--- src/rtl/cvw.sv ---
// Shared SPI constants and helpers for the flash host and its test harness.
package cvw;

  localparam logic [7:0] SPI_CMD_NOP   = 8'd0;
  localparam logic [7:0] SPI_CMD_READ  = 8'd1;
  localparam logic [7:0] SPI_CMD_WRITE = 8'd2;

  localparam int unsigned SPI_ADR_BITS   = 32;
  localparam int unsigned SPI_CMD_BITS   = 8;
  localparam int unsigned SPI_DATA_BITS  = 8;
  localparam int unsigned SPI_FRAME_BITS = SPI_ADR_BITS + SPI_CMD_BITS + SPI_DATA_BITS;

  // Byte driven on MOSI during the data phase: write data only for writes.
  function automatic logic [7:0] spi_data_byte(input logic [7:0] cmd, input logic [7:0] wdata);
    return (cmd == SPI_CMD_WRITE) ? wdata : 8'h00;
  endfunction

endpackage

--- src/rtl/spi_host_sckgen.sv ---
// SCK half-period divider. Starts in the high half when enabled and is held
// cleared while disabled, so every frame begins from the same phase.
module spi_host_sckgen #(
  parameter int unsigned CLKDIV = 2
) (
  input  logic clk,
  input  logic reset,
  input  logic En,
  output logic Sck,
  output logic SckRise,
  output logic SckFall
);

  localparam logic [7:0] DivLast = 8'(CLKDIV - 1);

  logic [7:0] div_q;
  logic       low_q;
  logic       half_done;

  assign half_done = En & (div_q == DivLast);
  // Strobes mark the cycle whose closing clk edge moves SCK.
  assign SckFall   = half_done & ~low_q;
  assign SckRise   = half_done & low_q;
  assign Sck       = En & ~low_q;

  // Half-period counter and SCK phase.
  always_ff @(posedge clk or posedge reset) begin
    if (reset) begin
      div_q <= 8'd0;
      low_q <= 1'b0;
    end else if (!En) begin
      div_q <= 8'd0;
      low_q <= 1'b0;
    end else if (half_done) begin
      div_q <= 8'd0;
      low_q <= ~low_q;
    end else begin
      div_q <= div_q + 8'd1;
    end
  end

endmodule

--- src/rtl/spi_flash_host.sv ---
// SPI mode-0 host: one 48-bit frame (address, command, data) per request,
// returning the byte read from MISO during the data phase.
module spi_flash_host
  import cvw::*;
#(
  parameter int unsigned CLKDIV = 2
) (
  input  logic        clk,
  input  logic        reset,
  input  logic        ReqValid,
  output logic        ReqReady,
  input  logic [31:0] ReqAdr,
  input  logic [7:0]  ReqCmd,
  input  logic [7:0]  ReqWData,
  output logic        RspValid,
  output logic [7:0]  RspData,
  output logic        Busy,
  output logic        SCK,
  output logic        CSn,
  output logic        MOSI,
  input  logic        MISO
);

  typedef enum logic [2:0] {StIdle, StSetup, StShift, StHold, StGap} state_e;

  localparam logic [7:0] DivLast   = 8'(CLKDIV - 1);
  localparam logic [5:0] FrameBits = 6'(SPI_FRAME_BITS);
  localparam logic [5:0] LastFall  = 6'(SPI_FRAME_BITS - 1);
  localparam logic [5:0] DataStart = 6'(SPI_FRAME_BITS - SPI_DATA_BITS);

  state_e      state_q, state_d;
  logic [7:0]  cnt_q, cnt_d;
  logic [5:0]  bit_cnt_q;
  logic [47:0] shreg_q;
  logic [7:0]  rdata_q;
  logic        accept;
  logic        sck_en;
  logic        sck_rise;
  logic        sck_fall;

  assign accept = ReqValid & (state_q == StIdle);
  assign sck_en = (state_q == StShift);

  spi_host_sckgen #(
    .CLKDIV(CLKDIV)
  ) u_sckgen (
    .clk    (clk),
    .reset  (reset),
    .En     (sck_en),
    .Sck    (SCK),
    .SckRise(sck_rise),
    .SckFall(sck_fall)
  );

  // Next-state logic; cnt times the CLKDIV-long SETUP, HOLD and GAP states.
  always_comb begin
    state_d = state_q;
    cnt_d   = cnt_q;
    unique case (state_q)
      StIdle: begin
        if (accept) begin
          state_d = StSetup;
          cnt_d   = 8'd0;
        end
      end
      StSetup: begin
        if (cnt_q == DivLast) begin
          state_d = StShift;
          cnt_d   = 8'd0;
        end else begin
          cnt_d = cnt_q + 8'd1;
        end
      end
      StShift: begin
        // The rise that would start period 49 instead ends the shift phase,
        // so the last period keeps a full low half inside SHIFT.
        if (sck_rise && (bit_cnt_q == FrameBits)) begin
          state_d = StHold;
          cnt_d   = 8'd0;
        end
      end
      StHold: begin
        if (cnt_q == DivLast) begin
          state_d = StGap;
          cnt_d   = 8'd0;
        end else begin
          cnt_d = cnt_q + 8'd1;
        end
      end
      StGap: begin
        if (cnt_q == DivLast) begin
          state_d = StIdle;
          cnt_d   = 8'd0;
        end else begin
          cnt_d = cnt_q + 8'd1;
        end
      end
      default: begin
        state_d = StIdle;
        cnt_d   = 8'd0;
      end
    endcase
  end

  // State and phase counter registers.
  always_ff @(posedge clk or posedge reset) begin
    if (reset) begin
      state_q <= StIdle;
      cnt_q   <= 8'd0;
    end else begin
      state_q <= state_d;
      cnt_q   <= cnt_d;
    end
  end

  // Falling-edge counter; the 48th fall leaves MOSI on the last data bit.
  always_ff @(posedge clk or posedge reset) begin
    if (reset) begin
      bit_cnt_q <= 6'd0;
      shreg_q   <= 48'd0;
    end else if (accept) begin
      bit_cnt_q <= 6'd0;
      shreg_q   <= {ReqAdr, ReqCmd, spi_data_byte(ReqCmd, ReqWData)};
    end else if (sck_fall) begin
      bit_cnt_q <= bit_cnt_q + 6'd1;
      if (bit_cnt_q != LastFall) begin
        shreg_q <= {shreg_q[46:0], 1'b0};
      end
    end
  end

  // MISO capture on the edges that raise SCK during the last eight periods.
  always_ff @(posedge clk or posedge reset) begin
    if (reset) begin
      rdata_q <= 8'd0;
    end else if (sck_rise && (bit_cnt_q >= DataStart) && (bit_cnt_q != FrameBits)) begin
      rdata_q <= {rdata_q[6:0], MISO};
    end
  end

  assign ReqReady = (state_q == StIdle);
  assign Busy     = (state_q != StIdle);
  assign CSn      = (state_q == StIdle) || (state_q == StGap);
  assign MOSI     = ((state_q == StSetup) || (state_q == StShift) || (state_q == StHold))
                    & shreg_q[47];
  assign RspValid = (state_q == StGap) && (cnt_q == 8'd0);
  assign RspData  = rdata_q;

endmodule
--- config.mk ---
export PLATFORM = sky130hd
export DESIGN_NAME = spi_flash_host
export DESIGN_NICKNAME = d
export VERILOG_FILES = /design/src/rtl/cvw.sv /design/src/rtl/spi_host_sckgen.sv /design/src/rtl/spi_flash_host.sv
export SDC_FILE = /design/constraint.sdc
export NUM_CORES = 1
export LEC_CHECK = 0
export ABC_AREA = 1
export BUFFER_PORTS_ARGS = -buffer_cell sky130_fd_sc_hd__buf_2
export CORE_MARGIN = 5
export CORE_UTILIZATION = 51
export CTS_CLUSTER_SIZE = 40
export DETAILED_ROUTE_END_ITERATION = 16
export GPL_TIMING_DRIVEN = 0
export PLACE_DENSITY = 0.85
export SETUP_SLACK_MARGIN = 0.15
export SLEW_MARGIN = 20
export SYNTH_ARGS = -nofsm -noshare
export SYNTH_HDL_FRONTEND = slang
export SYNTH_SLANG_ARGS = --single-unit
--- constraint.sdc ---
create_clock -name clk -period 1.9 [get_ports clk]
set_input_delay 0 -clock clk [delete_from_list [all_inputs] [get_ports clk]]
set_output_delay 0 -clock clk [all_outputs]
set_load 0.02 [all_outputs]
; Word level (Yosys, flattened, before mapping)
; Index checks and enable logic that the tools add are counted.
[totals]
reg_bits = 82
input_bits = 52
out_inout_bits = 14
[classes]
add_sub_neg = 3
n_lt_le_gt_ge = 1
eq_ne = 16
mux = 20
n_bitwise = 7
n_reduce_logical = 16
[op_table]
columns = op, count
row1 = $mux 48, 3
row2 = $mux 8, 6
row3 = $pmux 8 s3, 1
row4 = $add 8x1->8 const B, 2
row5 = $eq 8x1->1 const B, 2
row6 = $mux 3, 5
row7 = $pmux 3 s5, 1
row8 = $mux 6, 2
row9 = $ne 6x6->1 const B, 2
row10 = $ne 2x2->1 const B, 5
row11 = $eq 8x2->1 const B, 1
row12 = $logic_not 8->1, 1
row13 = $add 6x1->6 const B, 1
row14 = $and 1x1->1, 6
row15 = $eq 3x2->1 const B, 2
row16 = $eq 6x6->1 const B, 1
row17 = $ge 6x6->1 const B, 1
row18 = $reduce_and 5->1, 1
row19 = $logic_and 1x1->1, 4
row20 = $reduce_and 2->1, 2
row21 = $reduce_bool 2->1, 2
row22 = $eq 3x1->1 const B, 1
row23 = $eq 3x3->1 const B, 1
row24 = $logic_not 3->1, 1
row25 = other kinds (6), 9

; Logic depth before layout (Yosys ltp)
; Gate-level depths: netlist of run 1.
[depth]
depth_word = 6
mapped_depth = 10
ltp_nobuf = 10

; Modules after synthesis
; Synthesis of run 1 repeated with hierarchy kept, for this count alone.
[hier_totals]
hier_cells = 553
area_unflattened_um2 = 4367.9
[by_module_without_submodules]
columns = mod, n_inst, cells_per_inst, area_per_inst_um2
row1 = spi_flash_host, 1, 481, 3847.4
row2 = spi_host_sckgen, 1, 72, 520.5

; Worst setup path after synthesis of run 1
; OpenSTA, ideal clock, no wires.
[synth_path]
kind = register to register
start = reg state_q[2]
end = reg shreg_q[17]
setup_ns = 0.116
t_arrival_ns = 1.530
slack_ns = 0.254
stages_incl_launch_ff = 11
path_buffers = 2
path_cell_list = dfrtp_1 nor2_2 nand2_1 nor2_1 inv_2 buf_2 buf_1 nand2_1 nand2_1 nand2_1 nand2_1
[synth_between]
elab_chain_len = 5
[synth_rtl]
columns = element, line_no
row1 = from (decl), spi_flash_host.sv:31  ; state_e state_q, state_d;
row2 = from (signal assigned), spi_flash_host.sv:108  ; state_q <= StIdle;
row3 = from (signal assigned), spi_flash_host.sv:111  ; state_q <= state_d;
row4 = $eq 3x2->1, spi_flash_host.sv:42  ; assign sck_en = (state_q == StShift);
row5 = $and 1x1->1, spi_host_sckgen.sv:20  ; assign half_done = En & (div_q == DivLast);
row6 = $and 1x1->1, spi_host_sckgen.sv:22  ; assign SckFall = half_done & ~low_q;
row7 = $reduce_bool 2->1 (no source line), n/a
row8 = $reduce_and 2->1 (no source line), n/a
row9 = to (signal assigned), spi_flash_host.sv:123  ; shreg_q <= {ReqAdr, ReqCmd, spi_data_byte(ReqCmd, ReqWData)};
row10 = to (signal assigned), spi_flash_host.sv:127  ; shreg_q <= {shreg_q[46:0], 1'b0};
row11 = to (decl), spi_flash_host.sv:34  ; logic [47:0] shreg_q;
; Several ways; a longest one is shown, not always the timed one.
; A chain may end at the register's enable or synchronous reset.

; Worst setup path after layout of run 1
[layout_path]
start = reg state_q[0]
end = out RspValid
[layout_between]
elab_chain_len = 2
[layout_rtl]
columns = element, line_no
row1 = $eq 3x3->1, spi_flash_host.sv:146  ; assign RspValid = (state_q == StGap) && (cnt_q == 8'd0);
row2 = $logic_and 1x1->1, spi_flash_host.sv:146
row3 = to (decl), spi_flash_host.sv:15  ; output logic RspValid,
; Every way passes these cells.

==> results of run 1 <==
## path summary, 6_finish.rpt
kind,end,slack (ps),cells past startpoint
min,shreg_q[47],10,5
min in group asynchronous,RspData[7],250,3
min reg2reg,shreg_q[5],470,2
max reg2reg,shreg_q[29],160,9
max in group asynchronous,shreg_q[23],1080,4
max,RspValid,150,5
## power by group
group	switching (mW)	internal [mW]
sequential	0.322	2.19
clock	0.637	0.745
combinational	1.92	1.15
total	2.88	4.08
## registers in the layout, indices dropped and copies added, names as in the netlist
name            flops
u_sckgen.low_q      1
bit_cnt_q           6
cnt_q               8
RspData             8
shreg_q            48
u_sckgen.div_q      8
state_q             3
## stage by stage
step | setup slack (ps) | hold slack (ps) | std cells | instance area (sq um) | power, mW
final | 153 | 14.1 | 827 | 5600 | 6.96
after floorplan | 254 | 121 | 585 | 4240 | 4.36
after global routing | 51.1 | 20.4 | 827 | 5600 | 7.46
after global placement | 85.8 | 209 | 755 | 4700 | 4.91
after CTS | 154 | 8.55 | 816 | 5420 | 6.62
after detailed placement | 39.8 | 113 | 757 | 4740 | 5.07
## cells by family after synthesis
group | Yosys count
AO/OA/AOI/OAI | 35
adder cells (fa/ha/maj) | 7
buffers and inverters | 63
XOR/XNOR | 5
AND/OR/NAND/NOR | 393
flip-flops | 82
## what timing repair did
item	in CTS	in global routing
hold endpoints to repair	65	0
pin swaps	1	12
setup buffers	1	10
hold buffers	42	0
gates cloned	0	1
setup endpoints to repair	65	66
resized for setup	15	40
## area by class of cell
class                   instances  area, sq um
flip-flops and latches         82         2050
clock buffers                  12          135
repair buffers                121          877
plain buffers                  21          164
clock inverters                 4         76.3
inverters                      42          164
multi-input cells             440         1990
fillers                       601         2540
well taps                     105          131
## worst max-delay path: cells and delay by family, from the launching register on
kind / cells / cell delay [ps]
and+or+nand+nor: 3 / 590
DFF: 1 / 430
buffers and inverters: 2 / 370
## layout by cell type, fill, tap and decap left out
cell type,n
sky130_fd_sc_hd__nand2_1,298
sky130_fd_sc_hd__dfrtp_1,80
sky130_fd_sc_hd__buf_2,71
sky130_fd_sc_hd__dlygate4sd3_1,42
sky130_fd_sc_hd__inv_1,38
sky130_fd_sc_hd__o21ai_0,29
sky130_fd_sc_hd__nor2_1,27
sky130_fd_sc_hd__nand3_1,25
sky130_fd_sc_hd__buf_4,16
sky130_fd_sc_hd__nand2_2,13
sky130_fd_sc_hd__clkbuf_8,9
sky130_fd_sc_hd__nor3_1,7
sky130_fd_sc_hd__ha_1,7
sky130_fd_sc_hd__buf_6,6
sky130_fd_sc_hd__nand4_1,6
sky130_fd_sc_hd__nor2_4,5
sky130_fd_sc_hd__clkbuf_4,5
sky130_fd_sc_hd__xor2_1,5
sky130_fd_sc_hd__nand2_4,4
sky130_fd_sc_hd__a21oi_1,3
sky130_fd_sc_hd__nand3b_1,3
sky130_fd_sc_hd__clkbuf_1,3
sky130_fd_sc_hd__inv_2,2
sky130_fd_sc_hd__clkinvlp_4,2
sky130_fd_sc_hd__bufinv_16,2
sky130_fd_sc_hd__buf_12,2
sky130_fd_sc_hd__dfrtp_2,2
sky130_fd_sc_hd__nand3_2,1
sky130_fd_sc_hd__nor3_2,1
sky130_fd_sc_hd__o21ai_4,1
sky130_fd_sc_hd__inv_4,1
sky130_fd_sc_hd__nor3_4,1
sky130_fd_sc_hd__o21bai_1,1
sky130_fd_sc_hd__and3_1,1
sky130_fd_sc_hd__nor3b_1,1
sky130_fd_sc_hd__o21ai_1,1
sky130_fd_sc_hd__clkinv_4,1
## routing by layer
metal | global-route usage, % | routed length (microns) | vias up
met5 | 0 | 0 | -
met4 | 10.2 | 251 | 0
met3 | 2.96 | 491 | 23
met2 | 35.4 | 5380 | 120
met1 | 26.5 | 4560 | 1996
li1 | - | - | 2059
==> implementation parameters, run 1 <==
Parameter                              Value

Logic synthesis
  Post-Syn Area per Cell ... 7.24 sq um
  Most used standard cell by instance count after synthesis ... sky130_fd_sc_hd__nand2_1
  Area contributors post-synth ... sky130_fd_sc_hd__dfrtp_1 (48%), sky130_fd_sc_hd__nand2_1 (28%), sky130_fd_sc_hd__inv_1 (3.5%)
  Count of cell types in the netlist ... 25
  Ys flop type ... sky130_fd_sc_hd__dfrtp_1
  Top-area cell type share of the netlist area ... 48.4%
  Yosys synthesis warning count ... 0
  Adder and majority gate portion of the synthesized area ... 2.07%
  Number of enable-type register cells in the synthesized netlist ... 0
  Net Count, Synth ... 644
  Simple-gate share of the synthesized area ... 37.3%
  Dominant combinational cell family by area after synthesis ... simple AND/OR/NAND/NOR gates
  Biggest area consumer among synthesized cells ... sky130_fd_sc_hd__dfrtp_1
  Xor and xnor fraction of the mapped netlist area ... 1.03%
  Part of the Yosys area used for sequential elements ... 48.4%
  Netlist area before placement ... 4240 sq um
  Share of the synthesized area in compound gates (AO/OA/AOI/OAI) ... 4.46%
  Flop and latch count out of synthesis ... 82
  Most instantiated cells after synthesis ... sky130_fd_sc_hd__nand2_1 (313), sky130_fd_sc_hd__dfrtp_1 (82), sky130_fd_sc_hd__inv_1 (40), sky130_fd_sc_hd__nor2_1 (30), sky130_fd_sc_hd__o21ai_0 (30)
  Share of cell area taken by muxes after synthesis ... 0%
  Post-Syn Instances ... 585
  Async set or reset register ratio after synthesis ... 100%

Clocking
  Maximum level of the CTS H-tree ... 3
  Clock buffer count from CTS ... 9
  Cell at the root of the clock tree ... sky130_fd_sc_hd__clkbuf_8
  CTS sink count ... 82
  CTS tree ... yes
  Clock input transition at the sequential cells of the worst setup and hold paths ... 90 ps
  Maximum root-to-sink buffer count ... 2
  Clock Latency Late Sink ... 360 ps

Critical path
  Timing startpoint of the critical path ... state_q[0]
  Maximum net fanout on the critical path ... 4
  Start-to-end type of the worst setup path ... reg -> out
  WP data arrival ... 1750 ps
  Max stage delay cell, worst path ... sky130_fd_sc_hd__dfrtp_1
  CP Launch Type ... register
  Startpoint of the worst-slack reg-to-reg timing path ... state_q[0]
  Worst endpoint required time ... 1900 ps
  Crit-path cells ... buf_4 > nor2_1 > nand2_1 > nor3_1 > buf_2
  Crit. End Element ... output port
  Critical path's largest stage delay ... 430 ps

Detailed routing
  DRC ... 0
  Detailed Routing Iterations Pass 1 ... 5
  Number of vias in the routed layout ... 4,198
  Avg Vias per Cell ... 5.08
  Number of routed nets with antenna violations ... 0
  Wire length per cell after detailed routing ... 12.9 microns
  Detailed-route wire length ... 10,700 microns
  Violation count after the first detailed-route iteration ... 257

Timing
  Final number of max-transition violations ... 0
  Final Cycle Share ... 91.9%
  Tightest slew margin relative to the limit ... 58.9%
  Actual transition at the worst max-transition pin ... 615 ps
  Final Hold Vio Count ... 0
  Setup violators final ... 0
  Unrepaired setup endpoints after global routing ... yes
  Fin crit period ... 1750 ps
  Clock skew ... 13.1 ps
  Fmax ... 572 MHz
  Total negative slack for setup checks ... 0 ps

Finish
  Share of cells above drive strength 1 ... 20.1%
  Layout-stage area growth over the synthesis result ... 32.1%
  Net count, final ... 776
  Fin util ... 68.8%
  Count of inserted antenna diode cells ... 0

Min path
  Worst Hold Launch ... ReqAdr[31]
  Class of the tightest hold or removal check ... in -> reg

Floorplanning
  Die footprint ... 10,200 sq um
  Initial Util ... 52.1%
  Core Area ... 8130 sq um
  Top-level I/O count ... 66
  Die outline width ... 101 microns
  Vertical die dimension ... 101 microns
  Number of rows created at floorplan ... 33

Global route
  Global-route total usage across every layer ... 21.0%
  Pin count of the biggest net entering global routing ... 34
  Number of antenna violations at the first check in global routing ... 0
  Via count of the first global-routing pass ... 4,026
  Total congestion overflow ... 0
  First-pass GRT wire length ... 17,300 microns

Place
  Global placer's final weighted congestion ... 0.845
  HPWL after detailed placement ... 6980 microns
  Port Buffers ... 65

Power
  Static leakage ... 3.05 nW
  Power density over cell area ... 1240 nW/um^2
  Maximum VDD drop ... 0.517 mV

Job
  Total of max-cap violations ... 0

Status
  Result of the run ... finished, final reports clean
Note: power is estimated with default switching activity, not from simulation.
==> run 2, diff against run 1 <==
--- a/config.mk
+++ b/config.mk
@@ -5,7 +5,6 @@
 export SDC_FILE = /design/constraint.sdc
 export NUM_CORES = 1
 export LEC_CHECK = 0
-export ABC_AREA = 1
 export BUFFER_PORTS_ARGS = -buffer_cell sky130_fd_sc_hd__buf_2
 export CORE_MARGIN = 5
 export CORE_UTILIZATION = 51
==> implementation parameters, run 2 <==
Parameter                              Value

Critical path
  Crit. End Element ... register
  CP bufs+invs ... 5
  CP Launch Type ... register
  Cell repeated most along the worst path ... sky130_fd_sc_hd__buf_4
  Maximum net fanout on the critical path ... 4
  WP data arrival ... 2240 ps
  Kind of cell adding the most delay to the critical path ... buffers and inverters
  Crit-path cells ... inv_1 > ha_2 > and4b_1 > nand4_1 > buf_4 > buf_4 > buf_4 > buf_4 > nand2_1 > a22o_1
  Max stage delay cell, worst path ... sky130_fd_sc_hd__dfrtp_1
  Worst endpoint required time ... 2210 ps
  Start-to-end type of the worst setup path ... reg -> reg
  Critical path's largest stage delay ... 430 ps

Place
  Port Buffers ... 65
  Global placer's final weighted congestion ... 0.835
  Placed cells ... 621
  Cell area after placement ... 4740 sq um
  HPWL after detailed placement ... 7060 microns
  Worst slack at placement ... -192 ps

Finish
  Share of cells above drive strength 1 ... 34.1%
  Cell Count, Final, Fillers Out ... 723
  Count of inserted antenna diode cells ... 0
  Most frequent cells in the layout ... sky130_fd_sc_hd__dfrtp_1 (82), sky130_fd_sc_hd__buf_2 (73), sky130_fd_sc_hd__dlygate4sd3_1 (50)
  Layout-stage area growth over the synthesis result ... 44.5%
  Flip-flop count of the largest register after layout ... 48
  Total non-filler cell area in the finished layout ... 6090 sq um
  Most frequent standard cell in the layout excluding fill and tap cells ... sky130_fd_sc_hd__dfrtp_1
  Net count, final ... 672
  Fill count ... 471
  Largest reg by FF count ... shreg_q

Power
  Power density over cell area ... 1250 nW/um^2
  Share of total power in combinational logic ... 49.0%
  Part of the total power dissipated in sequential elements ... 35.1%
  Fraction of power spent switching nets ... 41.2%
  Sw Pwr ... 3.13 mW
  Maximum VDD drop ... 0.589 mV
  Static leakage ... 2.81 nW
  Internal Power ... 4.46 mW
  Relative contribution of the clock network to total power ... 15.9%
  Pwr Total ... 7.59 mW

Floorplanning
  Vertical die dimension ... 101 microns
  Initial Util ... 51.8%
  Top-level I/O count ... 66
  Die outline width ... 101 microns
  Die footprint ... 10,200 sq um
  Number of rows created at floorplan ... 33
  Core Area ... 8130 sq um

Timing
  Unrepaired setup endpoints after global routing ... yes
  Tightest hold margin ... 192 ps
  Setup violators final ... 7
  Fmax ... 517 MHz
  Clock skew ... 13.1 ps
  Final number of max-transition violations ... 0
  Final setup slack of the worst path ... -35.3 ps
  Final Cycle Share ... 102%
  Tightest slew margin relative to the limit ... 61.9%
  Final Hold Vio Count ... 0
  Fin crit period ... 1940 ps
  Actual transition at the worst max-transition pin ... 570 ps

Logic synthesis
  Ys flop type ... sky130_fd_sc_hd__dfrtp_1
  Netlist area before placement ... 4220 sq um
  Async set or reset register ratio after synthesis ... 100%
  Top-area cell type share of the netlist area ... 48.7%
  Area contributors post-synth ... sky130_fd_sc_hd__dfrtp_1 (49%), sky130_fd_sc_hd__a31oi_1 (5.8%), sky130_fd_sc_hd__a21oi_1 (5.2%)
  Post-Syn Area per Cell ... 9.39 sq um
  Count of cell types in the netlist ... 50
  Post-Syn Instances ... 449
  Flop and latch count out of synthesis ... 82
  Number of enable-type register cells in the synthesized netlist ... 0
  Most used standard cell by instance count after synthesis ... sky130_fd_sc_hd__dfrtp_1
  Most instantiated cells after synthesis ... sky130_fd_sc_hd__dfrtp_1 (82), sky130_fd_sc_hd__nor2_1 (57), sky130_fd_sc_hd__a21oi_1 (44), sky130_fd_sc_hd__o21ai_0 (42), sky130_fd_sc_hd__a31oi_1 (39)
  Net Count, Synth ... 508
  Part of the Yosys area used for sequential elements ... 48.7%
  Biggest area consumer among synthesized cells ... sky130_fd_sc_hd__dfrtp_1
  Yosys synthesis warning count ... 0

Min path
  Class of the tightest hold or removal check ... in -> reg

Detailed routing
  Wire length per cell after detailed routing ... 20.3 microns
  Avg Vias per Cell ... 6.35
  Violation count after the first detailed-route iteration ... 463
  Detailed-route wire length ... 14,700 microns
  Number of vias in the routed layout ... 4,593
  Detailed Routing Iterations Pass 1 ... 6
  DRC ... 0
  Number of routed nets with antenna violations ... 0

Clocking
  CTS tree ... yes
  Clock input transition at the sequential cells of the worst setup and hold paths ... 90 ps
  CTS sink count ... 82
  Maximum root-to-sink buffer count ... 2
  Clock Latency Late Sink ... 370 ps
  Cell at the root of the clock tree ... sky130_fd_sc_hd__clkbuf_8
  Clock buffer count from CTS ... 9
  Maximum level of the CTS H-tree ... 3

Job
  Total of max-cap violations ... 0

Global route
  Via count of the first global-routing pass ... 4,364
  Global-route total usage across every layer ... 26.1%
  Total congestion overflow ... 0
  First-pass GRT wire length ... 21,300 microns
  Pin count of the biggest net entering global routing ... 36
  Number of antenna violations at the first check in global routing ... 0

Status
  Result of the run ... complete, but fails checks
  Violated checks ... negative setup slack
-- run 2: per-stage QoR --
| step | util, % | TNS [ps] |
|---|---|---|
| floorplan | - | 0 |
| global placement | 57.7 | -2600 |
| detailed placement | 58.2 | -7260 |
| CTS | 71.6 | 0 |
| global route | 74.9 | -1210 |
| finish | 74.9 | -119 |
-- run 2: cells by family (layout without fill, tap and decap cells) --
logic type	after synthesis	count (layout)	share of synthesized area, %
AOI/OAI and AO/OA	146	146	20.3
DFF	82	82	48.7
xor gates and xnor gates	9	9	1.87
adders and majority gates	7	7	2.08
and+or+nand+nor	152	152	19.9
muxes	9	9	2.40
buffers and inverters	44	213	4.84
-- run 2: cell type report --
| cell class | instances | area [sq um] | share of cell area [%] |
|---|---|---|---|
| multi-input cells | 323 | 2150 | 35.3 |
| inverters | 8 | 33.8 | 0.554 |
| repair buffers | 154 | 1210 | 19.9 |
| clock buffers | 10 | 138 | 2.26 |
| clock inverters | 6 | 41.3 | 0.678 |
| well taps | 105 | 131 | 2.16 |
| plain buffers | 35 | 337 | 5.52 |
| flip-flops and latches | 82 | 2050 | 33.7 |
-- run 2: final timing paths --
| check | slack [ps] | endpoint | startpoint | cells after the start |
|---|---|---|---|---|
| worst max-delay path | -40 | state_q[0] | bit_cnt_q[0] | 10 |
| worst min-delay path | 190 | state_q[0] | ReqValid | 4 |
| worst max register to register | -40 | state_q[0] | bit_cnt_q[0] | 10 |
| worst min register to register | 530 | shreg_q[3] | shreg_q[2] | 2 |
| max in group asynchronous | 1110 | u_sckgen.div_q[6] | reset | 4 |
| min in group asynchronous | 240 | shreg_q[3] | reset | 3 |
-- run 2: repair_timing --
item / CTS / global route
pin swaps: 15 / 41
cloned: 3 / 2
setup buffers: 19 / 13
endpoints found under the setup margin: 71 / 70
gates resized for setup: 74 / 56
hold endpoints to repair: 70 / 0
hold buffers: 50 / 0
-- run 2: power groups by stage --
stage	sequential, mW	clock (mW)	combinational [mW]
CTS	2.57	1.20	3.03
finish	2.67	1.20	3.72
floorplan	2.51	0	1.89
global route	2.70	1.27	3.94
detailed placement	2.62	0	2.45
global placement	2.58	0	2.34
-- run 2: worst min-delay path: stages --
cell	delay [ps]
sky130_fd_sc_hd__buf_2	100
sky130_fd_sc_hd__nand2b_1	160
sky130_fd_sc_hd__nand2_1	130
sky130_fd_sc_hd__a22o_1	140
-- run 2: layer usage --
layer | GRT usage [%] | part of all wire (%) | vias up
li1 | - | - | 1960
met1 | 33.5 | 37 | 2173
met4 | 10.1 | 5.8 | 0
met5 | 0 | 0 | -
met2 | 43.7 | 48 | 367
met3 | 4.71 | 8.9 | 93
==> run 3, diff against run 2 <==
--- a/config.mk
+++ b/config.mk
@@ -10,7 +10,6 @@
 export CORE_UTILIZATION = 51
 export CTS_CLUSTER_SIZE = 40
 export DETAILED_ROUTE_END_ITERATION = 16
-export GPL_TIMING_DRIVEN = 0
 export PLACE_DENSITY = 0.85
 export SETUP_SLACK_MARGIN = 0.15
 export SLEW_MARGIN = 20
==> implementation parameters, run 3 (synthesis results as in run 2) <==
Parameter                              Value

Status
  Result of the run ... finished, final reports clean

Finish
  Fin util ... 72.5%
  Flip-flop count of the largest register after layout ... 48
  Largest reg by FF count ... shreg_q
  Layout-stage area growth over the synthesis result ... 39.9%
  Net count, final ... 636
  Most frequent standard cell in the layout excluding fill and tap cells ... sky130_fd_sc_hd__dfrtp_1
  Most frequent cells in the layout ... sky130_fd_sc_hd__dfrtp_1 (80), sky130_fd_sc_hd__buf_2 (65), sky130_fd_sc_hd__nor2_1 (55)
  Share of cells above drive strength 1 ... 29.6%

Detailed routing
  DRC ... 0
  Detailed Routing Iterations Pass 1 ... 6
  Violation count after the first detailed-route iteration ... 408
  Number of routed nets with antenna violations ... 0
  Detailed-route wire length ... 13,100 microns
  Number of vias in the routed layout ... 4,308
  Wire length per cell after detailed routing ... 19.1 microns
  Avg Vias per Cell ... 6.26

Global route
  Via count of the first global-routing pass ... 3,948
  Global-route total usage across every layer ... 23.0%
  First-pass GRT wire length ... 18,800 microns
  Total congestion overflow ... 0
  Pin count of the biggest net entering global routing ... 52
  Number of antenna violations at the first check in global routing ... 0

Power
  Maximum VDD drop ... 0.510 mV
  Static leakage ... 2.66 nW
  Power density over cell area ... 1220 nW/um^2

Floorplanning
  Number of rows created at floorplan ... 33
  Initial Util ... 51.8%
  Top-level I/O count ... 66
  Core Area ... 8130 sq um
  Vertical die dimension ... 101 microns
  Die outline width ... 101 microns
  Die footprint ... 10,200 sq um

Clocking
  CTS tree ... yes
  Maximum level of the CTS H-tree ... 3
  Cell at the root of the clock tree ... sky130_fd_sc_hd__clkbuf_8
  Clock Latency Late Sink ... 370 ps
  Maximum root-to-sink buffer count ... 2
  CTS sink count ... 82
  Clock buffer count from CTS ... 9
  Clock input transition at the sequential cells of the worst setup and hold paths ... 100 ps

Critical path
  WP data arrival ... 2140 ps
  Worst endpoint required time ... 2200 ps
  Max stage delay cell, worst path ... sky130_fd_sc_hd__dfrtp_1
  Critical path's largest stage delay ... 380 ps
  Maximum net fanout on the critical path ... 12
  Start-to-end type of the worst setup path ... reg -> reg
  CP Launch Type ... register
  Kind of cell adding the most delay to the critical path ... simple AND/OR/NAND/NOR gates
  CP bufs+invs ... 3
  Crit-path cells ... inv_1 > ha_1 > nor3b_4 > buf_6 > and3_4 > clkbuf_16 > a31oi_1 > a21oi_1
  Crit. End Element ... register

Timing
  Final Cycle Share ... 97.2%
  Unrepaired setup endpoints after global routing ... yes
  Fin crit period ... 1850 ps
  Tightest hold margin ... 97.5 ps
  Tightest slew margin relative to the limit ... 67.6%
  Final Hold Vio Count ... 0
  Final number of max-transition violations ... 0
  Clock skew ... 18.7 ps
  Setup violators final ... 0
  Fmax ... 541 MHz
  Actual transition at the worst max-transition pin ... 484 ps

Place
  Port Buffers ... 65
  HPWL after detailed placement ... 6310 microns
  Global placer's final weighted congestion ... 0.822

Min path
  Class of the tightest hold or removal check ... in -> reg

Job
  Total of max-cap violations ... 0
## run 3: tightest hold or removal path, cell delays in order
cell and delay, ps:
sky130_fd_sc_hd__buf_2 90, sky130_fd_sc_hd__nand2b_1 120, sky130_fd_sc_hd__nand2_1 90, sky130_fd_sc_hd__a22o_1 120
## run 3: timing repair
item,CTS,global route
endpoints found under the hold margin,68,0
pin swaps,4,25
hold buffers,50,0
endpoints found under the setup margin,68,66
gates cloned,0,6
resized for setup,5,41
buffers inserted,6,6
## run 3: layout make-up
class	count	area (sq um)
inverters	8	33.8
clock buffers	11	141
clock inverters	5	62.6
well taps	105	131
multi-input cells	323	2150
flip-flops and latches	82	2050
fillers	500	2230
repair buffers	153	1330
diodes	1	2.50
## run 3: through the flow
stage	setup slack [ps]	instances	instance area [sq um]	TNS, ps	total power [mW]
final	53.1	688	5900	0	7.19
after CTS	103	675	5540	0	6.54
after floorplan	97.4	449	4240	0	4.40
after detailed placement	-34.4	603	4750	-196	5.06
after global placement	41.7	603	4750	0	4.95
after global routing	-33.8	687	5900	-133	7.59
## run 3: worst paths after layout
| path | startpoint | to | slack, ps | cells after the start |
|---|---|---|---|---|
| max in group asynchronous | reset | state_q[2] | 1110 | 4 |
| hold reg to reg | shreg_q[4] | shreg_q[5] | 530 | 2 |
| setup reg to reg | u_sckgen.div_q[1] | shreg_q[37] | 50 | 8 |
| hold / removal | ReqValid | state_q[0] | 100 | 4 |
| min in group asynchronous | reset | shreg_q[2] | 190 | 3 |
| setup / recovery | u_sckgen.div_q[1] | shreg_q[37] | 50 | 8 |
## run 3: metal layers
layer  share of wire [%]  vias up  global-route usage, %  wire, microns
met3                 8.3       72                   5.05           1090
met2                  48      291                   36.9           6370
met5                   0        -                      0              0
met4                 4.9        0                   10.0            649
met1                  38     2051                   30.1           5020
li1                    -     1894                      -              -
## run 3: where the power goes
| group | switching [mW] | internal [mW] |
|---|---|---|
| clock network | 0.691 | 0.651 |
| registers | 0.435 | 2.27 |
| logic | 1.75 | 1.40 |
| total | 2.87 | 4.32 |
